[config.mk]
export PLATFORM = sky130hd
export DESIGN_NAME = mole_hit_detector
export DESIGN_NICKNAME = d
export VERILOG_FILES = /design/src/rtl/game_pkg.sv /design/src/rtl/btn_debounce.sv /design/src/rtl/mole_hit_detector.sv
export SDC_FILE = /design/constraint.sdc
export NUM_CORES = 1
export LEC_CHECK = 0
export BUFFER_PORTS_ARGS = -buffer_cell sky130_fd_sc_hd__buf_4
export CAP_MARGIN = 20
export CORE_MARGIN = 10
export CORE_UTILIZATION = 65
export CTS_CLUSTER_SIZE = 12
export DETAILED_ROUTE_END_ITERATION = 8
export GPL_TIMING_DRIVEN = 0
export PLACE_DENSITY = 0.83
export REMOVE_ABC_BUFFERS = 1
export SLEW_MARGIN = 20
export SYNTH_ARGS = -nofsm -noshare
export SYNTH_HDL_FRONTEND = slang
export SYNTH_SLANG_ARGS = --single-unit
[constraint.sdc]
create_clock -name clk -period 6.3 [get_ports clk]
set_input_delay 0.63 -clock clk [delete_from_list [all_inputs] [get_ports clk]]
set_output_delay 0.63 -clock clk [all_outputs]
set_load 0.02 [all_outputs]
[src/rtl/game_pkg.sv]
// Shared constants and types for the whack-a-mole datapath:
// lamp state encoding, default timing and score register index.
package game_pkg;

  typedef enum logic {
    LIT  = 1'b0,
    DARK = 1'b1
  } lamp_state_e;

  localparam int ON_CYCLES       = 100000000;
  localparam int OFF_CYCLES      = 50000000;
  localparam int DEBOUNCE_CYCLES = 1000000;
  localparam int CNT_W           = 27;
  localparam int PTS_W           = 3;

  localparam logic [4:0] SCORE_REG = 5'd30;

endpackage

[src/rtl/btn_debounce.sv]
// Button conditioner: two-flop synchronizer, stability counter and a one-cycle
// pulse on each accepted press (debounced level falling 1 -> 0).
module btn_debounce #(
  parameter int DEBOUNCE_CYCLES = game_pkg::DEBOUNCE_CYCLES,
  parameter int CNT_W           = game_pkg::CNT_W
) (
  input  logic clk,
  input  logic reset,
  input  logic btn_n,
  output logic level,
  output logic press
);

  localparam logic [CNT_W-1:0] DEB_LAST = CNT_W'(DEBOUNCE_CYCLES - 1);

  logic             sync1_q, sync2_q;
  logic             level_q, level_d;
  logic             press_q, press_d;
  logic [CNT_W-1:0] cnt_q, cnt_d;

  // The counter only survives while the synced level keeps disagreeing.
  always_comb begin
    level_d = level_q;
    cnt_d   = '0;
    press_d = 1'b0;
    if (sync2_q != level_q) begin
      if (cnt_q == DEB_LAST) begin
        level_d = ~level_q;
        press_d = level_q;
      end else begin
        cnt_d = cnt_q + 1'b1;
      end
    end
  end

  always_ff @(posedge clk or posedge reset) begin
    if (reset) begin
      sync1_q <= 1'b1;
      sync2_q <= 1'b1;
      level_q <= 1'b1;
      cnt_q   <= '0;
      press_q <= 1'b0;
    end else begin
      sync1_q <= btn_n;
      sync2_q <= sync1_q;
      level_q <= level_d;
      cnt_q   <= cnt_d;
      press_q <= press_d;
    end
  end

  assign level = level_q;
  assign press = press_q;

endmodule

[src/rtl/mole_hit_detector.sv]
// Whack-a-mole front end: lamp on/off timing, hit qualification while lit and a
// saturating point accumulator offered to the score writer via valid/ready.
module mole_hit_detector #(
  parameter int ON_CYCLES       = game_pkg::ON_CYCLES,
  parameter int OFF_CYCLES      = game_pkg::OFF_CYCLES,
  parameter int DEBOUNCE_CYCLES = game_pkg::DEBOUNCE_CYCLES,
  parameter int CNT_W           = game_pkg::CNT_W,
  parameter int PTS_W           = game_pkg::PTS_W
) (
  input  logic             clk,
  input  logic             reset,
  input  logic             btn_n,
  output logic             lamp,
  output logic             hit_valid,
  output logic [PTS_W-1:0] hit_pts,
  input  logic             hit_ready,
  output logic             miss,
  output logic [15:0]      hit_total
);
  import game_pkg::*;

  localparam logic [CNT_W-1:0] ON_LAST  = CNT_W'(ON_CYCLES - 1);
  localparam logic [CNT_W-1:0] OFF_LAST = CNT_W'(OFF_CYCLES - 1);
  localparam logic [PTS_W-1:0] PTS_MAX  = {PTS_W{1'b1}};

  lamp_state_e      state_q, state_d;
  logic [CNT_W-1:0] timer_q, timer_d;
  logic             lamp_q, lamp_d;
  logic             miss_q, miss_d;
  logic [PTS_W-1:0] pending_q, pending_d;
  logic [15:0]      total_q, total_d;
  logic             press, btn_level, hit_evt;

  btn_debounce #(
    .DEBOUNCE_CYCLES(DEBOUNCE_CYCLES),
    .CNT_W          (CNT_W)
  ) u_debounce (
    .clk  (clk),
    .reset(reset),
    .btn_n(btn_n),
    .level(btn_level),
    .press(press)
  );

  // A press in the lit window wins over a simultaneous timeout.
  always_comb begin
    state_d   = state_q;
    timer_d   = timer_q + 1'b1;
    miss_d    = 1'b0;
    hit_evt   = 1'b0;
    case (state_q)
      LIT: begin
        if (press) begin
          state_d = DARK;
          timer_d = '0;
          hit_evt = 1'b1;
        end else if (timer_q == ON_LAST) begin
          state_d = DARK;
          timer_d = '0;
          miss_d  = 1'b1;
        end
      end
      DARK: begin
        if (timer_q == OFF_LAST) begin
          state_d = LIT;
          timer_d = '0;
        end
      end
      default: begin
        state_d = LIT;
        timer_d = '0;
      end
    endcase
    lamp_d = (state_d == LIT);

    // An accept that coincides with a hit restarts the count at 1 so no point is lost.
    pending_d = pending_q;
    if (hit_valid && hit_ready) begin
      pending_d = hit_evt ? PTS_W'(1) : '0;
    end else if (hit_evt && pending_q != PTS_MAX) begin
      pending_d = pending_q + 1'b1;
    end
    total_d = hit_evt ? total_q + 16'd1 : total_q;
  end

  always_ff @(posedge clk or posedge reset) begin
    if (reset) begin
      state_q   <= LIT;
      timer_q   <= '0;
      lamp_q    <= 1'b1;
      miss_q    <= 1'b0;
      pending_q <= '0;
      total_q   <= '0;
    end else begin
      state_q   <= state_d;
      timer_q   <= timer_d;
      lamp_q    <= lamp_d;
      miss_q    <= miss_d;
      pending_q <= pending_d;
      total_q   <= total_d;
    end
  end

  always_ff @(posedge clk) begin
    assert (ON_CYCLES > 0 && OFF_CYCLES > 0 && DEBOUNCE_CYCLES > 0 && PTS_W > 0 && CNT_W > 0)
      else $error("mole_hit_detector: zero-valued parameter");
    assert (!press || !btn_level)
      else $error("mole_hit_detector: press without low debounced level");
  end

  assign lamp      = lamp_q;
  assign miss      = miss_q;
  assign hit_valid = (pending_q != '0);
  assign hit_pts   = pending_q;
  assign hit_total = total_q;

endmodule

# [Word level (Yosys, flattened, before mapping)]
# Cells that the tools add are included.
[classes] n_addsub=4 n_reduce_logical=5 eq_ne=5 mux=19 n_bitwise=3
[ops] operator="$mux 27" n=5
[ops] operator="$add 27x1->27 const B" n=2
[ops] operator="$pmux 27 s2" n=1
[ops] operator="$eq 27x20->1 const B" n=1
[ops] operator="$eq 27x26->1 const B" n=1
[ops] operator="$eq 27x27->1 const B" n=1
[ops] operator="$add 16x1->16 const B" n=1
[ops] operator="$mux 1" n=10
[ops] operator="$mux 3" n=2
[ops] operator="$add 3x1->3 const B" n=1
[ops] operator="$ne 3x3->1 const B" n=1
[ops] operator="$not 1->1" n=3
[ops] operator="$reduce_bool 3->1" n=1
[ops] operator="$logic_and 1x1->1" n=2
[ops] operator="$pmux 1 s2" n=1
[ops] operator="$reduce_and 2->1" n=1
[ops] operator="$reduce_bool 2->1" n=1
[ops] operator="$ne 1x1->1" n=1
[word_totals] input_bits=4 regBits=80 out_inout_bits=22

# [Longest topological paths before layout]
# Gate-level depths: netlist of the first run.
[logic_depth] ltp_word=5 depth_mapped=7 ltp_nobuf=6

# [Modules after synthesis]
# Synthesis of the first run repeated with hierarchy kept, for this count alone.
[hier_totals] hier_cells=404 hier_area_um2=3987.6
[by_module_without_submodules] module="mole_hit_detector" instances=1 cells_per_inst=235 area_each_um2=2382.3 seq_area_each_um2=1227.4
[by_module_without_submodules] module="btn_debounce" instances=1 cells_per_inst=169 area_each_um2=1605.3 seq_area_each_um2=779.5

# [Least setup slack after synthesis of the first run]
# No wires, ideal clock.
[synth_path] path_type="register to register" from="register timer_q[0]" to="register timer_q[22]" t_required_ns=6.206 arrival_ns=1.658 path_buffers=1 period_less_slack_ns=1.752 setup_slack_ns=4.548 path_stages_with_launch=7 setup_time_ns=0.094 cell_sequence="dfrtp_1 -> ha_1 -> and4_1 -> buf_4 -> nand2_1 -> or4_1 -> a211oi_1"
[synth_between] elab_chain_len=4 word_cells_on_any_way=7 cone_classes="add/sub: 1; eq/ne: 2; mux: 4"
[synth_lines] element="start, declared" line_no="mole_hit_detector.sv:27" rtl="logic [CNT_W-1:0] timer_q, timer_d;"
[synth_lines] element="start signal, assigned" line_no="mole_hit_detector.sv:96" rtl="timer_q <= timer_d;"
[synth_lines] element="$add 27x1->27 / $eq 27x27->1 (equally long branches)" line_no="mole_hit_detector.sv:48, mole_hit_detector.sv:57"
[synth_lines] element="$mux 27" line_no="mole_hit_detector.sv:57" rtl="end else if (timer_q == ON_LAST) begin"
[synth_lines] element="$mux 27" line_no="mole_hit_detector.sv:53" rtl="if (press) begin"
[synth_lines] element="$pmux 27 s2 *" line_no="mole_hit_detector.sv:51" rtl="case (state_q)"
[synth_lines] element="net timer_d[22]" line_no="mole_hit_detector.sv:27"
# Mark *: on every way through the listed nets, which the timed path passes. The rest lies on a longest branch.
# A chain may end at the register's enable or synchronous reset.

# [Final worst setup path of the first run]
[layout_path] from="register u_debounce.cnt_q[6]" to="register u_debounce.cnt_q[23]"
[layout_between] elab_chain_len=3 word_cells_on_any_way=4 cone_classes="add/sub: 1; eq/ne: 1; mux: 2"
[layout_lines] element="start, declared" line_no="btn_debounce.sv:19" rtl="logic [CNT_W-1:0] cnt_q, cnt_d;"
[layout_lines] element="start signal, assigned" line_no="btn_debounce.sv:47" rtl="cnt_q <= cnt_d;"
[layout_lines] element="$add 27x1->27 / $eq 27x20->1 (equally long branches)" line_no="btn_debounce.sv:31, btn_debounce.sv:27"
[layout_lines] element="$mux 27 *" line_no="btn_debounce.sv:27" rtl="if (cnt_q == DEB_LAST) begin"
[layout_lines] element="$mux 27 *" line_no="btn_debounce.sv:26" rtl="if (sync2_q != level_q) begin"
[layout_lines] element="net u_debounce.cnt_d[23]" line_no="btn_debounce.sv:19"
# Marked as above.

==> results of run 1 <==
power by group through the flow:
stage | combinational, uW | clock [uW] | sequential [uW]
final | 32.1 | 416 | 520
after global routing | 36.3 | 437 | 521
after CTS | 33.4 | 416 | 520
after detailed placement | 33.3 | 0 | 530
after global placement | 29.8 | 0 | 530
after floorplan | 18.2 | 0 | 531
worst min-delay path by stage:
stage                                  from                             to  slack, ns  depth (start not counted)
2_1_floorplan  u_debounce.sync1_q$_DFF_PP1_   u_debounce.sync2_q$_DFF_PP1_       0.35                          0
3_3_place_gp   u_debounce.sync1_q$_DFF_PP1_   u_debounce.sync2_q$_DFF_PP1_       0.35                          0
3_5_place_dp   u_debounce.sync1_q$_DFF_PP1_   u_debounce.sync2_q$_DFF_PP1_       0.35                          0
4_1_cts                               reset  u_debounce.cnt_q[9]$_DFF_PP0_       0.25                          2
5_1_grt                               reset  u_debounce.cnt_q[9]$_DFF_PP0_       0.26                          2
6_report                              reset  u_debounce.cnt_q[9]$_DFF_PP0_       0.24                          2
sequential cells by signal (all words and copies together), names as in the netlist:
name                flops
u_debounce.press        1
lamp                    1
u_debounce.sync2_q      1
miss                    1
state_q                 1
u_debounce.cnt_q       27
hit_pts                 3
hit_total              16
u_debounce.sync1_q      1
timer_q                27
u_debounce.level        1
cell families (layout without fill, tap and decap cells):
| logic type | after synthesis | count (layout) | share of synthesized area |
|---|---|---|---|
| xor+xnor | 39 | 39 | 0.0831 |
| flops | 80 | 80 | 0.488 |
| mux | 4 | 4 | 0.0104 |
| buf+inv | 23 | 48 | 0.0326 |
| compound gates | 59 | 59 | 0.0926 |
| fa+ha+maj | 6 | 6 | 0.0183 |
| simple gates | 187 | 187 | 0.275 |
critical path, cell delays in order, from the launching register on:
cell     delay, ns
dfrtp_1       0.44
nor4_1        0.38
nand4_1       0.26
o31ai_4       0.95
a21oi_1       0.13
area by class of cell:
type,count,area (um^2)
Timing Repair Buffer,27,226
Clock buffer,13,149
Fill cell,418,1490
Tap cell,75,93.8
Multi-Input combinational cell,295,1980
Clock inverter,3,65.1
Inverter,5,21.3
Sequential cell,80,2010
metrics by stage:
stage | instance area [um^2] | power, uW | utilization
after floorplan | 3990 | 549 | -
after global placement | 4280 | 560 | 0.710
after detailed placement | 4310 | 564 | 0.716
after CTS | 4530 | 970 | 0.751
after global routing | 4540 | 994 | 0.753
final | 4540 | 968 | 0.753
Yosys cell counts (4+ instances only):
library cell	number	area [um^2]
a211oi_1	13	97.6
a21oi_1	14	70.1
and2_1	7	43.8
and3_1	14	87.6
and4_1	10	87.6
buf_6	5	56.3
clkbuf_1	9	33.8
dfrtp_1	76	1900
dfstp_2	4	105
ha_1	6	75.1
inv_1	5	18.8
nand2_1	28	105
nand3_1	21	105
nand4_1	19	119
nor2_1	20	75.1
nor3_1	16	80.1
nor4_1	5	31.3
o21ai_0	18	90.1
o31ai_1	11	82.6
or3_1	15	93.8
or4_1	10	75.1
xnor2_1	23	201
xor2_1	16	140
routing by layer:
layer	global-route usage	part of all wire	vias up	routed length, um
met1	0.221	0.46	1589	3910
met3	0.0374	0.048	12	400
li1	-	-	1522	-
met5	0	0	-	0
met4	0.0639	0.013	0	109
met2	0.275	0.47	80	3990
==> impl_metrics.json, run 1 <==
{
  "post-cts-setup-buffers": 0,
  "arrival_ns": 2.51,
  "wire_per_inst_um": 16.9,
  "htreeDepth": 3,
  "ys_warn_count": 0,
  "drt-initial-drc-count": 125,
  "synthArstFlopShare": 1.00,
  "antenna_found_initial": 0,
  "synth_seq_cells": 80,
  "postSynthAreaPerCell_um2": 10.3,
  "via_count": 3203,
  "route.detailed.drc": 0,
  "vias_per_cell": 6.43,
  "overflow": 0,
  "grt_pass1_vias": 3057,
  "io_pins": 26,
  "die-area_um2": 9900,
  "max-clock-path-buffers": 2,
  "path_max_fanout": 27,
  "relSlewSlack": 0.300,
  "tns_ns": 0,
  "syn-instance-count": 398,
  "rows": 28,
  "finalNonFillerCells": 498,
  "area_delta_synth_final_pct": 10.4,
  "timing.rr.start": "u_debounce.cnt_q[6]$_DFF_PP0_",
  "crit_end": "u_debounce.cnt_q[23]$_DFF_PP0_",
  "period_needed_ns": 2.35,
  "wirelength_um": 8410,
  "finClkSkew_ns": 0.0156,
  "hold_violations": 0,
  "leakage_uw": 0.00196,
  "grt_max_degree": 57,
  "root_buffer": "clkbuf_8",
  "first_pass_iters": 4,
  "grt_pass1_wl_um": 14300,
  "die_y_um": 99.5,
  "tritoncts": "yes",
  "netSwitchingPower_uw": 206,
  "ys_seq_area_frac": 0.488,
  "diodes": 0,
  "status": "finished, final reports clean",
  "drtAntennaViolNets": 0,
  "min_path_type": "in2async",
  "cts_hold_buf": 0,
  "r2r_setup_slack_ns": 3.95,
  "p_seq_frac": 0.537,
  "p_int_uw": 762,
  "startpoint_type": "flip-flop",
  "numCtsBuffers": 9,
  "grt_usage": 0.171,
  "mostFrequentLayoutCell": "dfrtp_1",
  "cts-resized-gates": 0,
  "worstMarginPinSlew_ns": 1.05,
  "die_w_um": 99.5,
  "path_class": "reg2reg",
  "grt_setup_unrepaired": "no",
  "cts_sinks": 80,
  "swShare": 0.213,
  "ir_worst_vdd_mv": 0.150,
  "clkPwrFrac": 0.429,
  "gp_congestion": 0.806,
  "comb_power_share": 0.033,
  "mostFrequentLayoutCells": "dfrtp_1 (76), nand2_1 (28), buf_4 (25), xnor2_1 (23), nand3_1 (21)",
  "critPathRequiredTime_ns": 6.46,
  "path_clk_slew_ns": 0.09,
  "dpl.hpwl_um": 5700,
  "fin_ws_ns": 3.95,
  "dp_slack_ns": 3.86,
  "max_freq_mhz": 426,
  "netlist_area_um2": 4110,
  "clock_latency_ns": 0.35,
  "setup_viol": 0,
  "cp-end-kind": "flip-flop",
  "synth_edf_count": 0,
  "drv_cap": 0,
  "nets": 428,
  "core_area_um2": 6030,
  "synth_cell_type_count": 44,
  "dpl.cell_count": 481,
  "io_buffers": 25,
  "power.density_nw_per_um2": 213,
  "r2r_cells": 4,
  "crit_start": "u_debounce.cnt_q[6]$_DFF_PP0_",
  "drive_gt1_frac": 0.147,
  "initial_core_util": 0.682,
  "period_share": 0.373,
  "r2r_end": "u_debounce.cnt_q[23]$_DFF_PP0_",
  "final_max_slew_viol_count": 0,
  "synthFlopType": "dfrtp_1",
  "whs_ns": 0.242
}
Note: power is estimated with default switching activity, not from simulation.
==> inputs of run 2 (changes only) <==
--- a/config.mk
+++ b/config.mk
@@ -5,14 +5,15 @@
 export SDC_FILE = /design/constraint.sdc
 export NUM_CORES = 1
 export LEC_CHECK = 0
+export ABC_AREA = 1
 export BUFFER_PORTS_ARGS = -buffer_cell sky130_fd_sc_hd__buf_4
 export CAP_MARGIN = 20
 export CORE_MARGIN = 10
-export CORE_UTILIZATION = 65
+export CORE_UTILIZATION = 55
 export CTS_CLUSTER_SIZE = 12
 export DETAILED_ROUTE_END_ITERATION = 8
 export GPL_TIMING_DRIVEN = 0
-export PLACE_DENSITY = 0.83
+export PLACE_DENSITY = 0.74
 export REMOVE_ABC_BUFFERS = 1
 export SLEW_MARGIN = 20
 export SYNTH_ARGS = -nofsm -noshare
==> constraint.sdc (replaced) <==
create_clock -name clk -period 2.15 [get_ports clk]
set_input_delay 0.215 -clock clk [delete_from_list [all_inputs] [get_ports clk]]
set_output_delay 0.215 -clock clk [all_outputs]
set_load 0.02 [all_outputs]
==> impl_metrics.json, run 2 <==
{
  "die_w_um": 110,
  "period_share": 0.893,
  "synth_seq_cells": 80,
  "ys_warn_count": 0,
  "wirelength_um": 9650,
  "max-clock-path-buffers": 2,
  "synth_top_area_share": 0.426,
  "mostFrequentLayoutCell": "nand2_1",
  "r2r_cells": 8,
  "root_buffer": "clkbuf_8",
  "io_pins": 26,
  "ys_seq_area_frac": 0.450,
  "ir_worst_vdd_mv": 0.353,
  "syn-instance-count": 624,
  "max_freq_mhz": 521,
  "critPathRequiredTime_ns": 2.38,
  "synthFlopType": "dfrtp_1",
  "arrival_ns": 2.15,
  "r2r_end": "timer_q[11]$_DFF_PP0_",
  "htreeDepth": 3,
  "vias_per_cell": 5.01,
  "worstMarginPinSlew_ns": 0.569,
  "synth_top_cell_by_area": "dfrtp_1",
  "die-area_um2": 12100,
  "drt-initial-drc-count": 179,
  "initial_core_util": 0.572,
  "synth.most_common_cell": "nand2_1",
  "path_clk_slew_ns": 0.08,
  "io_buffers": 25,
  "swShare": 0.248,
  "synth_edf_count": 0,
  "drive_gt1_frac": 0.0860,
  "cp-end-kind": "flip-flop",
  "dp_slack_ns": -0.151,
  "wire_per_inst_um": 12.6,
  "netSwitchingPower_uw": 646,
  "min_delay_path_depth": 4,
  "hp-start": "hit_ready",
  "setup_viol": 0,
  "postSynthAreaPerCell_um2": 7.15,
  "post-cts-setup-buffers": 0,
  "gp_congestion": 0.895,
  "comb_power_share": 0.024,
  "clkPwrFrac": 0.394,
  "place_area_um2": 4770,
  "timing.rr.start": "timer_q[0]$_DFF_PP0_",
  "grt_max_degree": 51,
  "fin_ws_ns": 0.229,
  "grt_pass1_wl_um": 16900,
  "grt_pass1_vias": 3776,
  "status": "finished, final reports clean",
  "cts_sinks": 80,
  "r2r_setup_slack_ns": 0.23,
  "power.density_nw_per_um2": 523,
  "finClkSkew_ns": 0.0135,
  "holdPathEnd": "hit_pts[2]$_DFFE_PP0P_",
  "grt_setup_unrepaired": "no",
  "first_pass_iters": 4,
  "overflow": 0,
  "tns_ns": 0,
  "p_seq_frac": 0.582,
  "area_delta_synth_final_pct": 11.6,
  "min_path_type": "in2reg",
  "whs_ns": 0.235,
  "synthTopCellsByCount": "nand2_1 (193), nor2_1 (157), dfrtp_1 (76)",
  "final_max_slew_viol_count": 0,
  "path_class": "reg2reg",
  "fill_cells": 703,
  "netlist_area_um2": 4460,
  "dpl.cell_count": 747,
  "nets": 668,
  "p_int_uw": 1960,
  "tritoncts": "yes",
  "mostFrequentLayoutCells": "nand2_1 (193), nor2_1 (157), dfrtp_1 (76), inv_1 (64), nand3_1 (39)",
  "route.detailed.drc": 0,
  "clock_latency_ns": 0.36,
  "finalNonFillerCells": 765,
  "drtAntennaViolNets": 0,
  "via_count": 3832,
  "antenna_found_initial": 0,
  "synth_area_leaders": "dfrtp_1 (43%), nand2_1 (16%), nor2_1 (13%)",
  "path_max_fanout": 26,
  "relSlewSlack": 0.620,
  "period_needed_ns": 1.92,
  "fin_area_um2": 4980,
  "dpl.hpwl_um": 7320,
  "leakage_uw": 0.00225,
  "core_area_um2": 7810,
  "numCtsBuffers": 9,
  "diodes": 0,
  "die_y_um": 110,
  "grt_usage": 0.172,
  "rows": 32,
  "synthArstFlopShare": 1.00,
  "synth_cell_type_count": 27,
  "hold_violations": 0,
  "startpoint_type": "flip-flop",
  "drv_cap": 0
}
[run 2: critical path: stages, from the launching register on]
cell and delay (ns):
dfrtp_1 0.40, ha_1 0.36, nand3_2 0.16, nor2_1 0.24, nand2_1 0.11, nor2_1 0.12
nor2_2 0.08, nand2_4 0.25, nor2_1 0.08
[run 2: layer usage]
layer / track usage / up-vias / share of wire
li1: - / 1973 / -
met1: 0.225 / 1786 / 0.49
met2: 0.286 / 61 / 0.46
met3: 0.0337 / 12 / 0.043
met4: 0.0440 / 0 / 0.0096
met5: 0 / - / 0
[run 2: power groups by stage]
stage	logic, uW	clock network (uW)	registers [uW]
after floorplan	35.4	0	1540
after global placement	52.0	0	1550
after detailed placement	60.6	0	1550
after CTS	64.0	1050	1520
after global routing	72.5	1130	1520
final	62.1	1030	1520
[run 2: how the worst max path moves through the flow]
stage | startpoint | end | cells after the start
2_1_floorplan | reset | hit_pts[0]$_DFFE_PP0P_ | 1
3_3_place_gp | reset | u_debounce.cnt_q[17]$_DFF_PP0_ | 2
3_5_place_dp | u_debounce.cnt_q[0]$_DFF_PP0_ | u_debounce.cnt_q[16]$_DFF_PP0_ | 6
4_1_cts | u_debounce.cnt_q[0]$_DFF_PP0_ | u_debounce.cnt_q[16]$_DFF_PP0_ | 6
5_1_grt | timer_q[0]$_DFF_PP0_ | timer_q[11]$_DFF_PP0_ | 8
6_report | timer_q[0]$_DFF_PP0_ | timer_q[11]$_DFF_PP0_ | 8
[run 2: cells by family after synthesis]
logic type	Yosys count	synth area share
adder cells (fa/ha/maj)	6	0.0168
AND/OR/NAND/NOR	419	0.383
flip-flops	80	0.450
AO/OA/AOI/OAI	12	0.0151
buffers and inverters	70	0.0633
XOR/XNOR	37	0.0726
[run 2: timing repair]
item | 4_1_cts | 5_1_grt
gates resized for setup | 1 | 1
endpoints found under the setup margin | 11 | 11
hold buffers | 2 | 0
endpoints found under the hold margin | 28 | 0
[run 2: cell type report]
class	count	area, um^2	area share
clock buffer	9	124	0.0249
clock inverter	7	55.1	0.0111
inverter	65	246	0.0495
multi-input combinational	474	2190	0.439
sequential	80	2010	0.403
tap	102	128	0.0256
timing repair buffer	28	235	0.0472
[run 2: metrics by stage]
stage	utilization	power (uW)
after floorplan	-	1580
after global routing	0.638	2720
final	0.638	2600
after detailed placement	0.611	1610
after global placement	0.607	1600
after CTS	0.637	2630
